<file path="config.mk">
export PLATFORM = sky130hd
export DESIGN_NAME = ras
export DESIGN_NICKNAME = d
export VERILOG_FILES = /design/src/rtl/ras.sv
export SDC_FILE = /design/constraint.sdc
export NUM_CORES = 1
export LEC_CHECK = 0
export ABC_AREA = 1
export CAP_MARGIN = 20
export CORE_MARGIN = 10
export CORE_UTILIZATION = 35
export DETAILED_ROUTE_END_ITERATION = 7
export DONT_BUFFER_PORTS = 1
export MAX_ROUTING_LAYER = met4
export SLEW_MARGIN = 20
export SYNTH_ARGS = -nofsm -noshare
export SYNTH_HDL_FRONTEND = slang
export SYNTH_SLANG_ARGS = --single-unit
</file>
<file path="constraint.sdc">
create_clock -name CLK -period 2.6 [get_ports CLK]
set_clock_uncertainty 0.1 [all_clocks]
set_input_delay 0.52 -clock CLK [delete_from_list [all_inputs] [get_ports CLK]]
set_output_delay 0.52 -clock CLK [all_outputs]
set_load 0.005 [all_outputs]
</file>
<file path="src/rtl/ras.sv">
// Return address stack for the fetch predictor: circular push/pop with checkpoint restore.
// Optional define RAS_EMPTY_ZERO_EN forces ret_pc to 0 while the stack is empty.
module ras #(
    parameter int RAS_ENTRIES      = 8,
    parameter int RAS_INDEX_WIDTH  = $clog2(RAS_ENTRIES),
    parameter int RAS_TARGET_WIDTH = 31
) (
    input  logic                        CLK,
    input  logic                        nRST,
    input  logic                        link_valid,
    input  logic [RAS_TARGET_WIDTH-1:0] link_pc,
    input  logic                        ret_valid,
    output logic [RAS_TARGET_WIDTH-1:0] ret_pc,
    output logic [RAS_INDEX_WIDTH-1:0]  ras_index,
    output logic [RAS_INDEX_WIDTH:0]    ras_count,
    input  logic                        update_valid,
    input  logic [RAS_INDEX_WIDTH-1:0]  update_ras_index,
    input  logic [RAS_INDEX_WIDTH:0]    update_ras_count
);

    // Request semantics: link_valid, ret_valid and update_valid are single-cycle
    // strobes with no ready; every request is consumed on the edge that samples it.

    localparam logic [RAS_INDEX_WIDTH-1:0] IDX_ONE  = 1;
    localparam logic [RAS_INDEX_WIDTH:0]   CNT_ONE  = 1;
    localparam logic [RAS_INDEX_WIDTH:0]   CNT_FULL = RAS_ENTRIES[RAS_INDEX_WIDTH:0];

    logic [RAS_TARGET_WIDTH-1:0] stack [RAS_ENTRIES];
    logic [RAS_INDEX_WIDTH-1:0]  top;
    logic [RAS_INDEX_WIDTH:0]    count;
    logic [RAS_INDEX_WIDTH-1:0]  top_inc;
    logic [RAS_INDEX_WIDTH-1:0]  top_dec;

    assign top_inc = top + IDX_ONE;
    assign top_dec = top - IDX_ONE;

    always_ff @(posedge CLK or negedge nRST) begin
        if (!nRST) begin
            for (int i = 0; i < RAS_ENTRIES; i++) begin
                stack[i] <= '0;
            end
            top   <= '0;
            count <= '0;
        end else if (update_valid) begin
            top   <= update_ras_index;
            count <= update_ras_count;
        end else if (link_valid && ret_valid) begin
            // Coroutine jalr: replace the entry just consumed, depth unchanged.
            stack[top] <= link_pc;
        end else if (link_valid) begin
            top          <= top_inc;
            stack[top_inc] <= link_pc;
            count        <= (count == CNT_FULL) ? CNT_FULL : count + CNT_ONE;
        end else if (ret_valid) begin
            top   <= top_dec;
            count <= (count == '0) ? '0 : count - CNT_ONE;
        end
    end

`ifdef RAS_EMPTY_ZERO_EN
    assign ret_pc = (count == '0) ? '0 : stack[top];
`else
    assign ret_pc = stack[top];
`endif

    assign ras_index = top;
    assign ras_count = count;

endmodule

</file>
After elaboration in Yosys (flattened, before gate mapping)
Cells that the tools add are included.
Word-level totals
  register bits after elaboration: 255
  bits in latches: 0
  RAM bits: 0
  bits in read-only memories: 0
  bits of input ports: 43
  logic and storage cells: 52
  memories kept: 0
Operators by class
  add/subtract/negate cells: 4
  $mul: 0
  divide/modulo/power cells: 0
  order comparisons: 4
  equality and inequality tests: 2
  shift operators: 0
  mux-type cells: 21
  bitwise logic cells: 3
  reductions and logical operators: 8
Operator list (number)
  $bwmux W248: 2
  $mux W248: 2
  $demux W31 S3: 2
  $mux W31: 4
  $bmux W31 S3: 1
  $mux W4: 6
  $mux W3: 4
  $ge A4 B4 Y1 const B: 2
  $lt A4 B1 Y1 const B: 2
  $not A3 Y4: 2
  $add A4 B1 Y4 const B: 1
  $eq A4 B4 Y1 const B: 1
  $logic_not A4 Y1: 1
  $reduce_and A2 Y1: 2
  $sub A4 B1 Y4 const B: 1
  $add A3 B1 Y3 const B: 1
  $logic_and A1 B1 Y1: 3
  $reduce_bool A3 Y1: 1
  $sub A3 B1 Y3 const B: 1
  $ne A2 B2 Y1 const B: 1
  $reduce_bool A2 Y1: 1
  $not A1 Y1: 1

Depth between registers and ports, before layout
  word-level depth: 9
  depth in mapped cells: 13

Worst setup path after synthesis
Ideal clock, no wire load.
  path type: register -> register
  from: register top[0] (netlist: ras_index[0])
  to: register stack[186] in the netlist's numbering
  setup time: 122 ps
  arrival: 2017 ps
  data required time: 2378 ps
  setup slack: 361 ps
  cell stages (with the launch flop): 14
  period minus slack after synthesis: 2239 ps
  cells stage by stage: dfrtp_1 buf_4 inv_6 buf_4 buf_6 buf_6 ha_1 inv_1 nand3_1 nand2_1 nand2_4 buf_6 nand2_1 o21ai_2
Between the ends
  cells in the longest elaborated chain, start to end: 9
Ends and longest elaborated chain
  start, declared: line 29  | logic [RAS_INDEX_WIDTH-1:0] top;
  start signal, assigned: line 45  | top <= update_ras_index;
  start signal, assigned: line 51  | top <= top_inc;
  start signal, assigned: line 55  | top <= top_dec;
  $add A3 B1 Y3: line 34  | assign top_inc = top + IDX_ONE;
  $not A3 Y4 (not written as such): line 52  | stack[top_inc] <= link_pc;
  $ge A4 B4 Y1 (not written as such) / $lt A4 B1 Y1 (equally long branches): line 52
  $logic_and A1 B1 Y1 (not written as such): line 52
  $mux W31 (not written as such): line 52
  $demux W31 S3: line 52
  $bwmux W248: line 52
  $mux W248: line 50  | end else if (link_valid) begin
  $mux W248 (*): line 47  | end else if (link_valid && ret_valid) begin
  end signal, assigned by index: line 49  | stack[top] <= link_pc;
  end signal, assigned by index: line 52
  end, declared: line 28  | logic [RAS_TARGET_WIDTH-1:0] stack [RAS_ENTRIES];
Every way passes the cells marked *; elsewhere a longest branch is shown, timed or not. The select of a mux whose other input is x is not followed.
A chain may end at the register's enable or synchronous reset.

Worst setup path after layout
  from: register top[0] (netlist: ras_index[0])
  to: output ret_pc[6]
Between the ends
  cells in the longest elaborated chain, start to end: 4
Ends and longest elaborated chain
  $not A3 Y4 (not written as such): line 63  | assign ret_pc = stack[top];
  $bmux W31 S3: line 63
  $mux W31 (not written as such) (2 in a row): line 63
  end, declared: line 13  | output logic [RAS_TARGET_WIDTH-1:0] ret_pc,
No other way between the ends. The select of a mux whose other input is x is not followed.

==> impl_metrics.tcl <==
set metrics [dict create \
    synth_area_um2 13000 \
    postSynthCellCount 1597 \
    grt_setup_unrepaired "yes" \
    critPathTopFamily "buffers and inverters" \
    synth_top_cell_by_area "dfrtp_1" \
    sw_frac_of_total 0.343 \
    slew_viol_final 0 \
    synth.net_count 1644 \
    cts_hold_buf 21 \
    cts_made_buffers 30 \
    yosysWarnings 0 \
    synthDistinctLibCells 30 \
    hold_violations 255 \
    layout.nets 1679 \
    tightest_slew_ps 527 \
    top_layer "met4" \
    violations "negative hold slack" \
    fp-row-count 70 \
    remaining_drc_errors 0 \
    placedCellCount 2013 \
    synth-seq-cells 255 \
    synth.area.top_cells "dfrtp_1 (49%), nand2_1 (16%), o21ai_2 (6.9%)" \
    clkPwrFrac 0.285 \
    post-route-period-util 0.997 \
    post-dp-hpwl_um 25900 \
    grt_first_pass_wirelength_um 65500 \
    area_growth_pct 18.2 \
    layout_setup_ws_ps 7.06 \
    internal_power_mw 9.43 \
    io_buffers 0 \
    fillers 3589 \
    boundaryPins 81 \
    synth_top_area_share 0.489 \
    drive_gt1_frac 0.193 \
    path_clk_slew_ps 60 \
    cp_slowest_cell "dfrtp_2" \
    whs_ps -394 \
    design_area_um2 15400 \
    die_y_um 213 \
    status "finished, violations left" \
    p_leak_nw 7.58 \
    drtIter0Drc 1195 \
    yosysSeqAreaShare 0.489 \
    design.core.area_um2 36700 \
    relSlewSlack 0.648 \
    grt_antenna_before_repair 1 \
    avgSynthCellArea_um2 8.17 \
    finalNonFillerCells 2120 \
    grtUsageTotal 0.192 \
    crit_type "flip-flop to primary output" \
    place_congestion 0.858 \
    cts_buffer_depth 3 \
    p_sw_mw 4.92 \
    via_per_inst 5.25 \
    placed_cell_area_um2 13400 \
    hold_path_class "primary input to async pin" \
    worstPathMaxFanout 9 \
    start_kind "flip-flop" \
    cp_common_cell "buf_12" \
    setup_viol 0 \
    wl_per_cell_um 20.2 \
    die_area_um2 45400 \
    vias 11100 \
    wl_met1_um 18300 \
    grt_overflow 0 \
    cts_htree_levels 1 \
    cap_violations 0 \
    grt_pass1_vias 10600 \
    start_util 0.356 \
    critical_path.cell_chain "buf_12, clkinv_8, buf_16, nand3_4, buf_12, o22ai_2, nor2_1, nand2_2" \
    pwr-share-comb 0.286 \
    dp_slack_ps 203 \
    grt_max_degree 256 \
    cpPeakStageDelay_ps 410 \
    wl_um 42900 \
    die_width_um 213 \
    cp.buffers_inverters 4 \
    tns_ps 0 \
    fmax_mhz 386 \
    final.min_clock_period_ps 2590 \
    crit_required_ps 1980 \
    root_buffer "clkbuf_16" \
    ant_nets 0 \
    cp.arrival_ps 1970 \
    power.density_nw_per_um2 930 \
    cts_sinks 255 \
    cts_tree "done" \
    pwr-share-seq 0.429 \
    insertion_delay_ps 560 \
    wl_met3_um 3950 \
    ir_worst_vdd_mv 0.587 \
    end_kind "primary output" \
    drt_first_pass_iters 5 \
    wl_met2_um 19600 \
]
[synth_stat cells]
cell type  count
nand2_1      569
dfrtp_1      255
inv_1        154
nand3_1      141
o21ai_2      103
a21oi_1       70
o22ai_1       56
buf_2         55
nor2_1        37
buf_6         31
o21ai_1       31
o21ai_0       28
clkbuf_1      12
nand2_2       10
a21oi_4        7
ha_1           4
inv_2          4
nand2_4        4
nand3_2        4
nand3_4        4
a22oi_1        3
buf_4          3
inv_6          2
nor2_4         2
o211ai_1       2
xor2_1         2
a21oi_2        1
clkinv_1       1
inv_4          1
nand4_1        1
[cells in the final DEF, fill, tap and decap left out, types with 3 or more instances in the layout]
cell type and instances:
a21oi_1 64, a21oi_2 7, a21oi_4 7, a22oi_1 3
buf_12 19, buf_4 50, buf_6 3, buf_8 5
clkbuf_1 8, clkbuf_16 33, clkbuf_8 6, clkinv_2 4
dfrtp_1 252, dfrtp_2 3, dlygate4sd3_1 21, ha_1 4
inv_1 154, inv_2 3, nand2_1 556, nand2_2 23
nand2_4 4, nand3_1 141, nand3_4 7, nor2_1 33
nor2_2 4, o21ai_0 22, o21ai_1 37, o21ai_2 103
o22ai_1 31, o22ai_2 21, o22ai_4 4
[logic make-up (layout without fill, tap and decap cells)]
| logic type | Yosys count | count (layout) | share of synthesized area |
|---|---|---|---|
| AOI/OAI and AO/OA | 301 | 301 | 0.158 |
| xor gates and xnor gates | 2 | 2 | 0.00134 |
| adders and majority gates | 4 | 4 | 0.00384 |
| buffers and inverters | 263 | 317 | 0.101 |
| DFF | 255 | 255 | 0.489 |
| other | 0 | 1 | 0 |
| and+or+nand+nor | 772 | 772 | 0.247 |
[stage by stage]
step                       util  power, mW
after detailed placement  0.366       9.81
after global placement    0.366       9.69
after global routing      0.420       15.3
final                     0.420       14.3
after floorplan               -       8.77
after CTS                 0.412       14.2
[sequential cells by signal, summed over array words and instances, names as in the netlist]
register and count:
stack 248, ras_count 4, ras_index 3
[per-layer routing]
layer	global-route usage	vias up
met4	0.0453	0
met3	0.0544	74
met1	0.246	5457
met5	-	-
li1	-	5200
met2	0.296	393
[layout make-up]
cell class	count	area (um2)	share of cell area
timing repair buffer	104	1240	0.0807
antenna	1	2.50	0.000162
tap	468	586	0.0380
clock inverter	6	58.8	0.00381
clock buffer	45	888	0.0576
multi-input combinational	1079	5630	0.365
inverter	162	631	0.0409
sequential	255	6380	0.414
[power groups by stage]
stage                     logic, mW  clock network, mW  registers (mW)
after floorplan                2.80                  0            5.98
after global placement         3.54                  0            6.15
after detailed placement       3.62                  0            6.19
after CTS                      3.95               4.14            6.12
after global routing           4.64               4.32            6.29
final                          4.11               4.09            6.15
[path summary, 6_finish.rpt]
kind | from | end | slack [ps] | cells after the start
max | ras_index[0] | ret_pc[6] | 7 | 8
min | nRST | stack[32] | -390 | 0
max reg2reg | ras_index[0] | stack[15] | 190 | 11
min reg2reg | stack[120] | stack[120] | 370 | 2
max in group asynchronous | nRST | stack[14] | 2370 | 0
min in group CLK | link_pc[4] | stack[66] | 10 | 2
[repair_timing]
| item | in CTS | in global routing |
|---|---|---|
| pin swaps | 9 | 13 |
| buffers inserted | 22 | 7 |
| endpoints found under the setup margin | 27 | 31 |
| gates cloned | 3 | 2 |
| resized for setup | 48 | 41 |
| hold endpoints to repair | 306 | 255 |
No activity file was read; power rests on OpenSTA's default activity.
